## config.mk

```make
export PLATFORM = sky130hd
export DESIGN_NAME = ex_cond_stage
export DESIGN_NICKNAME = d
export VERILOG_FILES = /design/src/rtl/ex_cond_stage.sv
export SDC_FILE = /design/constraint.sdc
export NUM_CORES = 1
export LEC_CHECK = 0
export CORE_ASPECT_RATIO = 0.75
export CORE_MARGIN = 2
export CORE_UTILIZATION = 30
export DETAILED_ROUTE_END_ITERATION = 12
export RECOVER_POWER = 25
export SYNTH_ARGS = -nofsm -noshare
export SYNTH_HDL_FRONTEND = slang
export SYNTH_SLANG_ARGS = --single-unit
```

## constraint.sdc

```tcl
create_clock -name clk -period 4.7 [get_ports clk]
set_clock_uncertainty 0.2 [all_clocks]
set_input_delay 0.94 -clock clk [delete_from_list [all_inputs] [get_ports clk]]
set_output_delay 0.94 -clock clk [all_outputs]
set_load 0.02 [all_outputs]
```

## src/rtl/ex_cond_stage.sv

```systemverilog
// EX/MEM pipeline register with condition-code evaluation, status-flag register
// and executed/squashed instruction counters.
module ex_cond_stage #(
  parameter int unsigned N  = 32,
  parameter int unsigned RA = 4,
  parameter int unsigned CW = 32
) (
  input  logic          clk,
  input  logic          rst_n,
  input  logic          in_valid,
  input  logic          stall,
  input  logic          flush,
  input  logic [N-1:0]  alu_result,
  input  logic [3:0]    alu_flags,
  input  logic          set_flags,
  input  logic [3:0]    cond,
  input  logic [RA-1:0] rd,
  input  logic          reg_write,
  output logic          out_valid,
  output logic [N-1:0]  out_result,
  output logic [RA-1:0] out_rd,
  output logic          out_reg_write,
  output logic [3:0]    flags_q,
  output logic          cond_pass,
  output logic [CW-1:0] exec_cnt,
  output logic [CW-1:0] squash_cnt
);

  logic fn, fz, fc, fv;
  logic accept, exec, squash;

  assign {fn, fz, fc, fv} = flags_q;

  // Condition is judged against committed flags only, never this instruction's own.
  always_comb begin
    cond_pass = 1'b0;
    unique case (cond)
      4'b0000: cond_pass = fz;
      4'b0001: cond_pass = !fz;
      4'b0010: cond_pass = fc;
      4'b0011: cond_pass = !fc;
      4'b0100: cond_pass = fn;
      4'b0101: cond_pass = !fn;
      4'b0110: cond_pass = fv;
      4'b0111: cond_pass = !fv;
      4'b1000: cond_pass = fc && !fz;
      4'b1001: cond_pass = !fc || fz;
      4'b1010: cond_pass = (fn == fv);
      4'b1011: cond_pass = (fn != fv);
      4'b1100: cond_pass = !fz && (fn == fv);
      4'b1101: cond_pass = fz || (fn != fv);
      4'b1110: cond_pass = 1'b1;
      4'b1111: cond_pass = 1'b0;
      default: cond_pass = 1'b0;
    endcase
  end

  assign accept = in_valid && !stall && !flush;
  assign exec   = accept && cond_pass;
  assign squash = accept && !cond_pass;

  // Flush beats stall; otherwise stall freezes everything.
  always_ff @(posedge clk or negedge rst_n) begin
    if (!rst_n) begin
      out_valid     <= 1'b0;
      out_result    <= '0;
      out_rd        <= '0;
      out_reg_write <= 1'b0;
      flags_q       <= 4'b0000;
      exec_cnt      <= '0;
      squash_cnt    <= '0;
    end else if (flush || !stall) begin
      if (exec) begin
        out_valid     <= 1'b1;
        out_result    <= alu_result;
        out_rd        <= rd;
        out_reg_write <= reg_write;
        exec_cnt      <= exec_cnt + CW'(1);
        if (set_flags) flags_q <= alu_flags;
      end else begin
        out_valid     <= 1'b0;
        out_reg_write <= 1'b0;
        if (squash) squash_cnt <= squash_cnt + CW'(1);
      end
    end
  end

endmodule

```

==> results of run 1 <==
==> placed cells by master, fill, tap and decap left out, types with 2 or more instances in the layout <==
cell	instances
sky130_fd_sc_hd__xor2_1	26
sky130_fd_sc_hd__dfrtp_1	106
sky130_fd_sc_hd__nand3b_1	4
sky130_fd_sc_hd__mux2_1	2
sky130_fd_sc_hd__or3_1	3
sky130_fd_sc_hd__inv_1	5
sky130_fd_sc_hd__clkdlybuf4s50_1	156
sky130_fd_sc_hd__ha_1	2
sky130_fd_sc_hd__mux2_4	4
sky130_fd_sc_hd__clkbuf_16	9
sky130_fd_sc_hd__clkbuf_1	3
sky130_fd_sc_hd__nor3_1	11
sky130_fd_sc_hd__clkinvlp_4	2
sky130_fd_sc_hd__nand3_1	25
sky130_fd_sc_hd__and3_1	17
sky130_fd_sc_hd__mux2i_1	3
sky130_fd_sc_hd__and2_1	3
sky130_fd_sc_hd__nand4_1	20
sky130_fd_sc_hd__nor4_1	9
sky130_fd_sc_hd__nor2_1	9
sky130_fd_sc_hd__xnor2_1	38
sky130_fd_sc_hd__and4_1	5
sky130_fd_sc_hd__buf_4	4
sky130_fd_sc_hd__nand4b_1	3
sky130_fd_sc_hd__mux2_2	36
sky130_fd_sc_hd__nand2_1	21
sky130_fd_sc_hd__nor3b_1	5
sky130_fd_sc_hd__nor2b_1	3
sky130_fd_sc_hd__or3b_2	2
==> worst reg2reg max path: stages, from the launching register on <==
cell and delay, ps:
sky130_fd_sc_hd__dfrtp_1 410, sky130_fd_sc_hd__xor2_1 340, sky130_fd_sc_hd__mux2i_1 160, sky130_fd_sc_hd__a211o_4 360, sky130_fd_sc_hd__a21oi_2 170, sky130_fd_sc_hd__buf_4 320, sky130_fd_sc_hd__or2_2 310, sky130_fd_sc_hd__buf_12 250
sky130_fd_sc_hd__mux2_2 380
==> power breakdown <==
part / switching, W / total (W) / internal, W
Combinational: 0.000442 / 0.000914 / 0.000472
Sequential: 0.000122 / 0.00120 / 0.00107
Clock: 0.000340 / 0.000712 / 0.000372
==> cell families (layout without fill, tap and decap cells) <==
kind of cell,Yosys count,count (layout),synth area share [%]
xor+xnor,64,64,11.6
buf+inv,22,184,2.38
fa+ha+maj,2,2,0.518
compound gates,9,9,2.36
simple gates,146,146,17.5
flops,106,106,54.9
mux,45,45,10.7
==> worst min-delay path by stage <==
stage / depth (start not counted) / end
2_1_floorplan: 1 / exec_cnt[31]$_DFFE_PN0P_
3_3_place_gp: 1 / squash_cnt[31]$_DFFE_PN0P_
3_5_place_dp: 1 / exec_cnt[31]$_DFFE_PN0P_
4_1_cts: 1 / exec_cnt[26]$_DFFE_PN0P_
5_1_grt: 1 / exec_cnt[31]$_DFFE_PN0P_
6_report: 1 / exec_cnt[31]$_DFFE_PN0P_
==> metrics by stage <==
stage	setup slack (ps)	hold slack [ps]	utilization, %
CTS	275	257	43.5
floorplan	1120	378	-
detailed placement	280	256	41.8
global placement	352	261	41.8
global route	167	292	43.4
finish	265	280	43.4
==> final cells by class <==
cell class                      instances  area (um2)  area share [%]
Inverter                                5        18.8           0.272
Clock buffer                           11         243            3.52
Timing Repair Buffer                  164        1620            23.6
Multi-Input combinational cell        266        2060            29.9
Clock inverter                          4        28.8           0.417
Tap cell                              210         263            3.81
Sequential cell                       106        2650            38.5
==> sequential cells by signal, summed over array words and instances (netlist names) <==
register / cells
out_rd: 4
flags_q: 4
out_valid: 1
exec_cnt: 32
squash_cnt: 32
out_reg_write: 1
out_result: 32
==> metal layers <==
| layer | share of wire (%) | wire length (um) | global-route usage, % | vias up |
|---|---|---|---|---|
| met3 | 7.7 | 916 | 5.40 | 11 |
| li1 | - | - | - | 1707 |
| met4 | 1.3 | 160 | 4.40 | 0 |
| met5 | 0 | 0 | 0 | - |
| met2 | 45 | 5350 | 21.6 | 113 |
| met1 | 46 | 5470 | 19.1 | 1806 |
==> flow_summary.toml, run 1 <==
[outcome]
run_status = "finished, violations left"
failed_checks = "capacitance limit, slew limit"

[grt]
global_route_wire_length_before_repair_um = 19300
antenna_found_initial = 0
grt_util_all_layers_pct = 14.3
grt_start_max_net_pins = 46
gr-total-overflow = 0
first_global_vias = 3663

[logic_synthesis]
postSynthRegisterBits = 106
synthesis.instances = 394
number_of_enable_flip_flop_cells_after_synthesis = 0
yosys_warnings = 0
synth_top_cells_by_area = "sky130_fd_sc_hd__dfrtp_1 55%, sky130_fd_sc_hd__mux2_2 8.4%, sky130_fd_sc_hd__xnor2_1 6.9%, sky130_fd_sc_hd__xor2_1 4.7%, sky130_fd_sc_hd__nand3_1 2.6%"
syn-mean-instance-area_um2 = 12.3
synth-main-ff-cell = "sky130_fd_sc_hd__dfrtp_1"
synth.most_common_cell = "sky130_fd_sc_hd__dfrtp_1"
post_synth_num_cell_types = 43
netlist_top_cells_count = "106 x sky130_fd_sc_hd__dfrtp_1, 38 x sky130_fd_sc_hd__xnor2_1, 36 x sky130_fd_sc_hd__mux2_2, 26 x sky130_fd_sc_hd__xor2_1, 25 x sky130_fd_sc_hd__nand3_1"
synth.cell_area_um2 = 4830
mappedNetlistNets = 447
async_flop_share_pct = 100
synthDominantCellAreaShare_pct = 54.9
synth_area_leader_cell = "sky130_fd_sc_hd__dfrtp_1"
yosysSeqAreaShare_pct = 54.9

[setup_path]
crit-reg2reg-launch = "flags_q[3]$_DFFE_PN0P_"
crit_slowest_cell = "sky130_fd_sc_hd__clkdlybuf4s50_1"
crit_path_cell_trace = "clkdlybuf4s50_1 > or4b_1 > o2111ai_2 > a211o_4 > a21oi_2 > nor2_1 > clkdlybuf4s50_1"
setup.worst_path.start_class = "input pin"
timing.critical_path.mode_cell = "sky130_fd_sc_hd__clkdlybuf4s50_1"
reg2regPathDepth = 8
slowest_delay_ps = 630
crit_cells = 7
worst_setup_path_startpoint = "cond[0]"
regToRegEndpoint = "out_result[5]$_DFFE_PN0P_"
reg2reg_setup_slack_ps = 1690
worst_path_dominant_cell_family = "buffers and inverters"
cp_max_fo = 11
crit_arrival_ps = 3300
crit_type = "input pin to output pin"
path_buf_inv = 2
critical_path_capture_point = "cond_pass"
crit_required_ps = 3560
critical_path.endpoint_type = "output pin"

[cts]
ctsHtreeMaxLevel = 3
cts_hold_buffers = 0
clock_tree.root_cell = "sky130_fd_sc_hd__clkbuf_16"
tritoncts_num_sinks = 106
post_cts.repair.setup_buffers = 0
cts_resized = 0
tritoncts_clock_tree = "done"
clk_transition_reported_paths_ps = 70
clock_tree_buffer_depth = 2
clock_latency_ps = 350
cts_buffers = 9

[die]
core_area_um2 = 15900
floorplan.die.height_um = 114
die_width_um = 151
floorplan.initialDensity_pct = 30.4
die_area_um2 = 17100
floorplan.rows = 40
design.portCount = 158

[route]
ant_nets = 0
post_drt_via_cell_ratio = 4.75
drc = 0
drt-pass1-iter-count = 5
drt_iter0_drc = 157
wl_per_cell_um = 15.5
finalWirelength_um = 11900
route.vias.total = 3637

[sta]
period_minus_slack_ps = 4440
worst_pin_slew_ps = 2190
worst_max_slew_margin_expressed_relative_to_the_limit_pct = -45.8
final_hold_viol_count = 0
max_freq_mhz = 225
setup_total_negative_slack_ps = 0
rsz0062_at_grt = "false"
finalCritPeriodShare_pct = 94.4
finalMaxSlewViolations = 42
setup_viol = 0

[placed_design]
place_inst = 751
detailed_place_hpwl_um = 8450
globalplace.congestion = 0.832
port_buffers = 157
placedInstanceArea_um2 = 6630

[min_path]
hold_path.class = "register to register"
hold_start = "exec_cnt[31]$_DFFE_PN0P_"

[power]
vdd.ir_drop.worst_uv = 268
static_leakage_nw = 2.94
p_total_w = 0.00282
cellPowerDensity_nw_per_um2 = 409

[finish]
drive_gt1_share_pct = 12.6
antenna_cells_inserted = 0
areaGrowthSynthToFinish_pct = 42.7
final_nets = 605
finish.cell_count_without_fillers = 766
fillers = 1437
postLayoutCellArea_um2 = 6890

[flow_run]
drv_cap = 1
Power figures use the tool's default switching activity.
==> run 2, diff against run 1 <==
Settings changed: CTS_BUF_LIST set to sky130_fd_sc_hd__clkbuf_2.
==> flow_summary.toml, run 2 (synthesis results as in run 1) <==
[finish]
layout_commonest_cell = "sky130_fd_sc_hd__clkdlybuf4s50_1"
finish.cell_count_without_fillers = 768
drive_gt1_share_pct = 12.6
areaGrowthSynthToFinish_pct = 39.0
final_cell_mix = "156 x sky130_fd_sc_hd__clkdlybuf4s50_1, 106 x sky130_fd_sc_hd__dfrtp_1, 38 x sky130_fd_sc_hd__xnor2_1"
postLayoutCellArea_um2 = 6720
final_nets = 606
largest_registers_in_the_final_layout = "exec_cnt: 32 flops, out_result: 32 flops, squash_cnt: 32 flops"

[cts]
post_cts.repair.setup_buffers = 0
tritoncts_clock_tree = "done"
clock_tree.root_cell = "sky130_fd_sc_hd__clkbuf_2"
clock_tree_buffer_depth = 2
cts_resized = 0
clk_transition_reported_paths_ps = 270
ctsHtreeMaxLevel = 3
cts_hold_buffers = 1
tritoncts_num_sinks = 106
cts_buffers = 9
clock_latency_ps = 590

[grt]
global_route_wire_length_before_repair_um = 19300
grt_start_max_net_pins = 46
grt_util_all_layers_pct = 14.2
gr-total-overflow = 0
antenna_found_initial = 0
first_global_vias = 3664

[power]
static_leakage_nw = 2.87
vdd.ir_drop.worst_uv = 244
cellPowerDensity_nw_per_um2 = 369

[placed_design]
detailed_place_hpwl_um = 8450
place_inst = 751
placedInstanceArea_um2 = 6630
globalplace.congestion = 0.832
port_buffers = 157
preCtsSetupSlack_ps = 280

[route]
drt-pass1-iter-count = 4
finalWirelength_um = 11800
drt_iter0_drc = 174
post_drt_via_cell_ratio = 4.73
route.vias.total = 3633
ant_nets = 0
route.top_layer_used = "met4"
met1Wirelength_um = 5400
wl_per_cell_um = 15.4
routed-wl-met3_um = 901
drc = 0
dr_wl_met2_um = 5340

[sta]
setup_total_negative_slack_ps = 0
final_hold_viol_count = 0
post-route-worst-setup-slack_ps = 265
rsz0062_at_grt = "false"
setup_viol = 0
worst_max_slew_margin_expressed_relative_to_the_limit_pct = -45.5
period_minus_slack_ps = 4430
finalCritPeriodShare_pct = 94.4
worst_pin_slew_ps = 2180
max_freq_mhz = 226
finalMaxSlewViolations = 42

[setup_path]
reg2regPathDepth = 8
timing.critical_path.mode_cell = "sky130_fd_sc_hd__clkdlybuf4s50_1"
worst_setup_path_startpoint = "cond[0]"
regToRegEndpoint = "out_result[22]$_DFFE_PN0P_"
cp_max_fo = 11
crit_required_ps = 3560
setup.worst_path.start_class = "input pin"
critical_path.endpoint_type = "output pin"
crit_arrival_ps = 3290
reg2reg_setup_slack_ps = 1680
crit-reg2reg-launch = "flags_q[3]$_DFFE_PN0P_"
crit_slowest_cell = "sky130_fd_sc_hd__clkdlybuf4s50_1"
crit_path_cell_trace = "clkdlybuf4s50_1 > or4b_1 > o2111ai_2 > a211o_4 > a21oi_2 > nor2_1 > clkdlybuf4s50_1"
slowest_delay_ps = 630
crit_type = "input pin to output pin"

[die]
die_area_um2 = 17100
floorplan.rows = 40
floorplan.initialDensity_pct = 30.4
die_width_um = 151
floorplan.die.height_um = 114
core_area_um2 = 15900
design.portCount = 158

[min_path]
hold_end = "exec_cnt[31]$_DFFE_PN0P_"
hold_start = "exec_cnt[31]$_DFFE_PN0P_"
hold_path_depth = 1
hold_path.class = "register to register"

[outcome]
run_status = "finished, violations left"
failed_checks = "capacitance limit, slew limit"

[flow_run]
drv_cap = 1
-- run 2: final cells by class --
class,instances,area (um2)
multi-input cells,266,2060
clock inverters,5,32.5
clock buffers,10,50.0
inverters,5,18.8
flip-flops and latches,106,2650
repair buffers,165,1630
fillers,1449,9150
well taps,210,263
diodes,1,2.50
-- run 2: worst max-delay path by stage --
stage | endpoint | cells past startpoint
finish | cond_pass | 7
floorplan | cond_pass | 7
CTS | cond_pass | 7
global placement | cond_pass | 7
global route | cond_pass | 7
detailed placement | cond_pass | 7
-- run 2: power breakdown --
| group | total, W | internal, W | switching [W] |
|---|---|---|---|
| sequential | 0.00119 | 0.00107 | 0.000121 |
| combinational | 0.000914 | 0.000473 | 0.000441 |
| clock | 0.000367 | 0.0000668 | 0.000300 |
| total | 0.00248 | 0.00161 | 0.000863 |
-- run 2: through the flow --
step	hold WS (ps)	total power (W)	util (%)
floorplan	378	0.00165	-
global placement	261	0.00212	41.8
detailed placement	256	0.00214	41.8
CTS	296	0.00252	42.4
global route	309	0.00263	42.3
finish	295	0.00248	42.3
-- run 2: critical path: cells and delay by family --
kind | cells | cell delay [ps]
simple gates | 2 | 770
compound gates | 3 | 360
buf+inv | 2 | 1220
-- run 2: per-layer routing --
metal | GRT usage (%) | vias to the layer above
li1 | - | 1711
met5 | 0 | -
met1 | 19.0 | 1800
met3 | 5.20 | 8
met4 | 4.28 | 0
met2 | 21.5 | 114
==> run 3, diff against run 2 <==
Settings changed: CTS_BUF_LIST sky130_fd_sc_hd__clkbuf_2 to sky130_fd_sc_hd__clkbuf_8.
==> flow_summary.toml, run 3 (synthesis results as in run 1) <==
[sta]
post-route-worst-setup-slack_ps = 265
finalMaxSlewViolations = 42
setup_total_negative_slack_ps = 0
max_freq_mhz = 225
period_minus_slack_ps = 4430
setup_viol = 0
final_hold_viol_count = 0
finalCritPeriodShare_pct = 94.4
worst_max_slew_margin_expressed_relative_to_the_limit_pct = -46.5
worst_pin_slew_ps = 2200
rsz0062_at_grt = "false"

[finish]
postLayoutCellArea_um2 = 6790
final_nets = 605
antenna_cells_inserted = 0
fillers = 1437
largest_registers_in_the_final_layout = "exec_cnt: 32 flops, out_result: 32 flops, squash_cnt: 32 flops"
layout_commonest_cell = "sky130_fd_sc_hd__clkdlybuf4s50_1"
finish.cell_count_without_fillers = 766
final_cell_mix = "156 x sky130_fd_sc_hd__clkdlybuf4s50_1, 106 x sky130_fd_sc_hd__dfrtp_1, 38 x sky130_fd_sc_hd__xnor2_1"
drive_gt1_share_pct = 12.6
areaGrowthSynthToFinish_pct = 40.6

[power]
static_leakage_nw = 2.90
p_seq_share_pct = 45.5
cellPowerDensity_nw_per_um2 = 386
combPwrFrac_pct = 34.8
power.clock.fraction_pct = 19.7
intPower_w = 0.00175
power.switching_fraction_pct = 33.4
switching_power_w = 0.000876
vdd.ir_drop.worst_uv = 274

[grt]
global_route_wire_length_before_repair_um = 19300
antenna_found_initial = 0
grt_start_max_net_pins = 46
gr-total-overflow = 0
grt_util_all_layers_pct = 14.2
first_global_vias = 3671

[cts]
post_cts.repair.setup_buffers = 0
cts_buffers = 9
tritoncts_num_sinks = 106
clock_tree.root_cell = "sky130_fd_sc_hd__clkbuf_8"
clock_tree_buffer_depth = 2
cts_hold_buffers = 0
clock_latency_ps = 370
ctsHtreeMaxLevel = 3
clk_transition_reported_paths_ps = 100
tritoncts_clock_tree = "done"
cts_resized = 0

[placed_design]
preCtsSetupSlack_ps = 280
globalplace.congestion = 0.832
detailed_place_hpwl_um = 8450
place_inst = 751
placedInstanceArea_um2 = 6630
port_buffers = 157

[die]
core_area_um2 = 15900
floorplan.initialDensity_pct = 30.4
floorplan.die.height_um = 114
floorplan.rows = 40
die_width_um = 151
die_area_um2 = 17100
design.portCount = 158

[setup_path]
crit_path_cell_trace = "clkdlybuf4s50_1 > or4b_1 > o2111ai_2 > a211o_4 > a21oi_2 > nor2_1 > clkdlybuf4s50_1"
crit_type = "input pin to output pin"
crit_arrival_ps = 3290
timing.critical_path.mode_cell = "sky130_fd_sc_hd__clkdlybuf4s50_1"
crit_required_ps = 3560
critical_path.endpoint_type = "output pin"
crit_slowest_cell = "sky130_fd_sc_hd__clkdlybuf4s50_1"
slowest_delay_ps = 630
setup.worst_path.start_class = "input pin"
cp_max_fo = 11

[outcome]
failed_checks = "capacitance limit, slew limit"
run_status = "finished, violations left"

[min_path]
hold_path.class = "register to register"

[route]
drt_iter0_drc = 154
finalWirelength_um = 11800
ant_nets = 0
route.vias.total = 3628
wl_per_cell_um = 15.4
drc = 0
post_drt_via_cell_ratio = 4.74
drt-pass1-iter-count = 4

[flow_run]
drv_cap = 1
==> run 3: cell count changes in the layout (fill, tap and decap cells not counted) <==
cell,change
sky130_fd_sc_hd__inv_1,+1
sky130_fd_sc_hd__dlygate4sd3_1,-1
sky130_fd_sc_hd__clkbuf_2,-10
sky130_fd_sc_hd__diode_2,-1
sky130_fd_sc_hd__clkbuf_8,+10
sky130_fd_sc_hd__clkinv_1,-1
==> run 3: worst max-delay path, delay by kind of cell <==
kind	cells	cell delay, ps
buffers and inverters	2	1220
and+or+nand+nor	2	770
AOI/OAI and AO/OA	3	360
==> run 3: cell type report <==
class | count | area [um2] | area share, %
well taps | 210 | 263 | 3.87
clock buffers | 10 | 138 | 2.03
inverters | 5 | 18.8 | 0.276
flip-flops and latches | 106 | 2650 | 39.1
repair buffers | 164 | 1620 | 23.9
multi-input cells | 266 | 2060 | 30.4
clock inverters | 5 | 32.5 | 0.479
==> run 3: routing by layer <==
metal / part of all wire [%] / up-vias / GRT usage, % / routed length, um
met5: 0 / - / 0 / 0
met4: 1.0 / 0 / 4.47 / 121
met1: 46 / 1802 / 19.0 / 5390
li1: - / 1707 / - / -
met2: 46 / 111 / 21.6 / 5410
met3: 7.7 / 8 / 5.20 / 906
==> run 3: path summary, 6_finish.rpt <==
kind                                                   end  depth (start not counted)  slack, ps                     start
max in group asynchronous            out_rd[3]$_DFFE_PN0P_                          2       1100                     rst_n
worst min-delay path              exec_cnt[31]$_DFFE_PN0P_                          1        280  exec_cnt[31]$_DFFE_PN0P_
worst max register to register  out_result[22]$_DFFE_PN0P_                          8       1690    flags_q[3]$_DFFE_PN0P_
min in group asynchronous         exec_cnt[26]$_DFFE_PN0P_                          1        570                     rst_n
worst min register to register    exec_cnt[31]$_DFFE_PN0P_                          1        280  exec_cnt[31]$_DFFE_PN0P_
worst max-delay path                             cond_pass                          7        270                   cond[0]
==> run 3: power groups by stage <==
stage          registers, W  clock network, W  logic (W)
2_1_floorplan       0.00140                 0   0.000257
3_3_place_gp        0.00120                 0   0.000917
3_5_place_dp        0.00121                 0   0.000925
4_1_cts             0.00120          0.000546   0.000929
5_1_grt             0.00122          0.000583   0.000978
6_report            0.00119          0.000516   0.000914
==> run 3: per-stage QoR <==
stage / total power (W) / hold WS, ps / util [%]
5_1_grt: 0.00278 / 298 / 42.8
4_1_cts: 0.00267 / 211 / 42.9
3_3_place_gp: 0.00212 / 261 / 41.8
3_5_place_dp: 0.00214 / 256 / 41.8
6_report: 0.00262 / 280 / 42.8
2_1_floorplan: 0.00165 / 378 / -
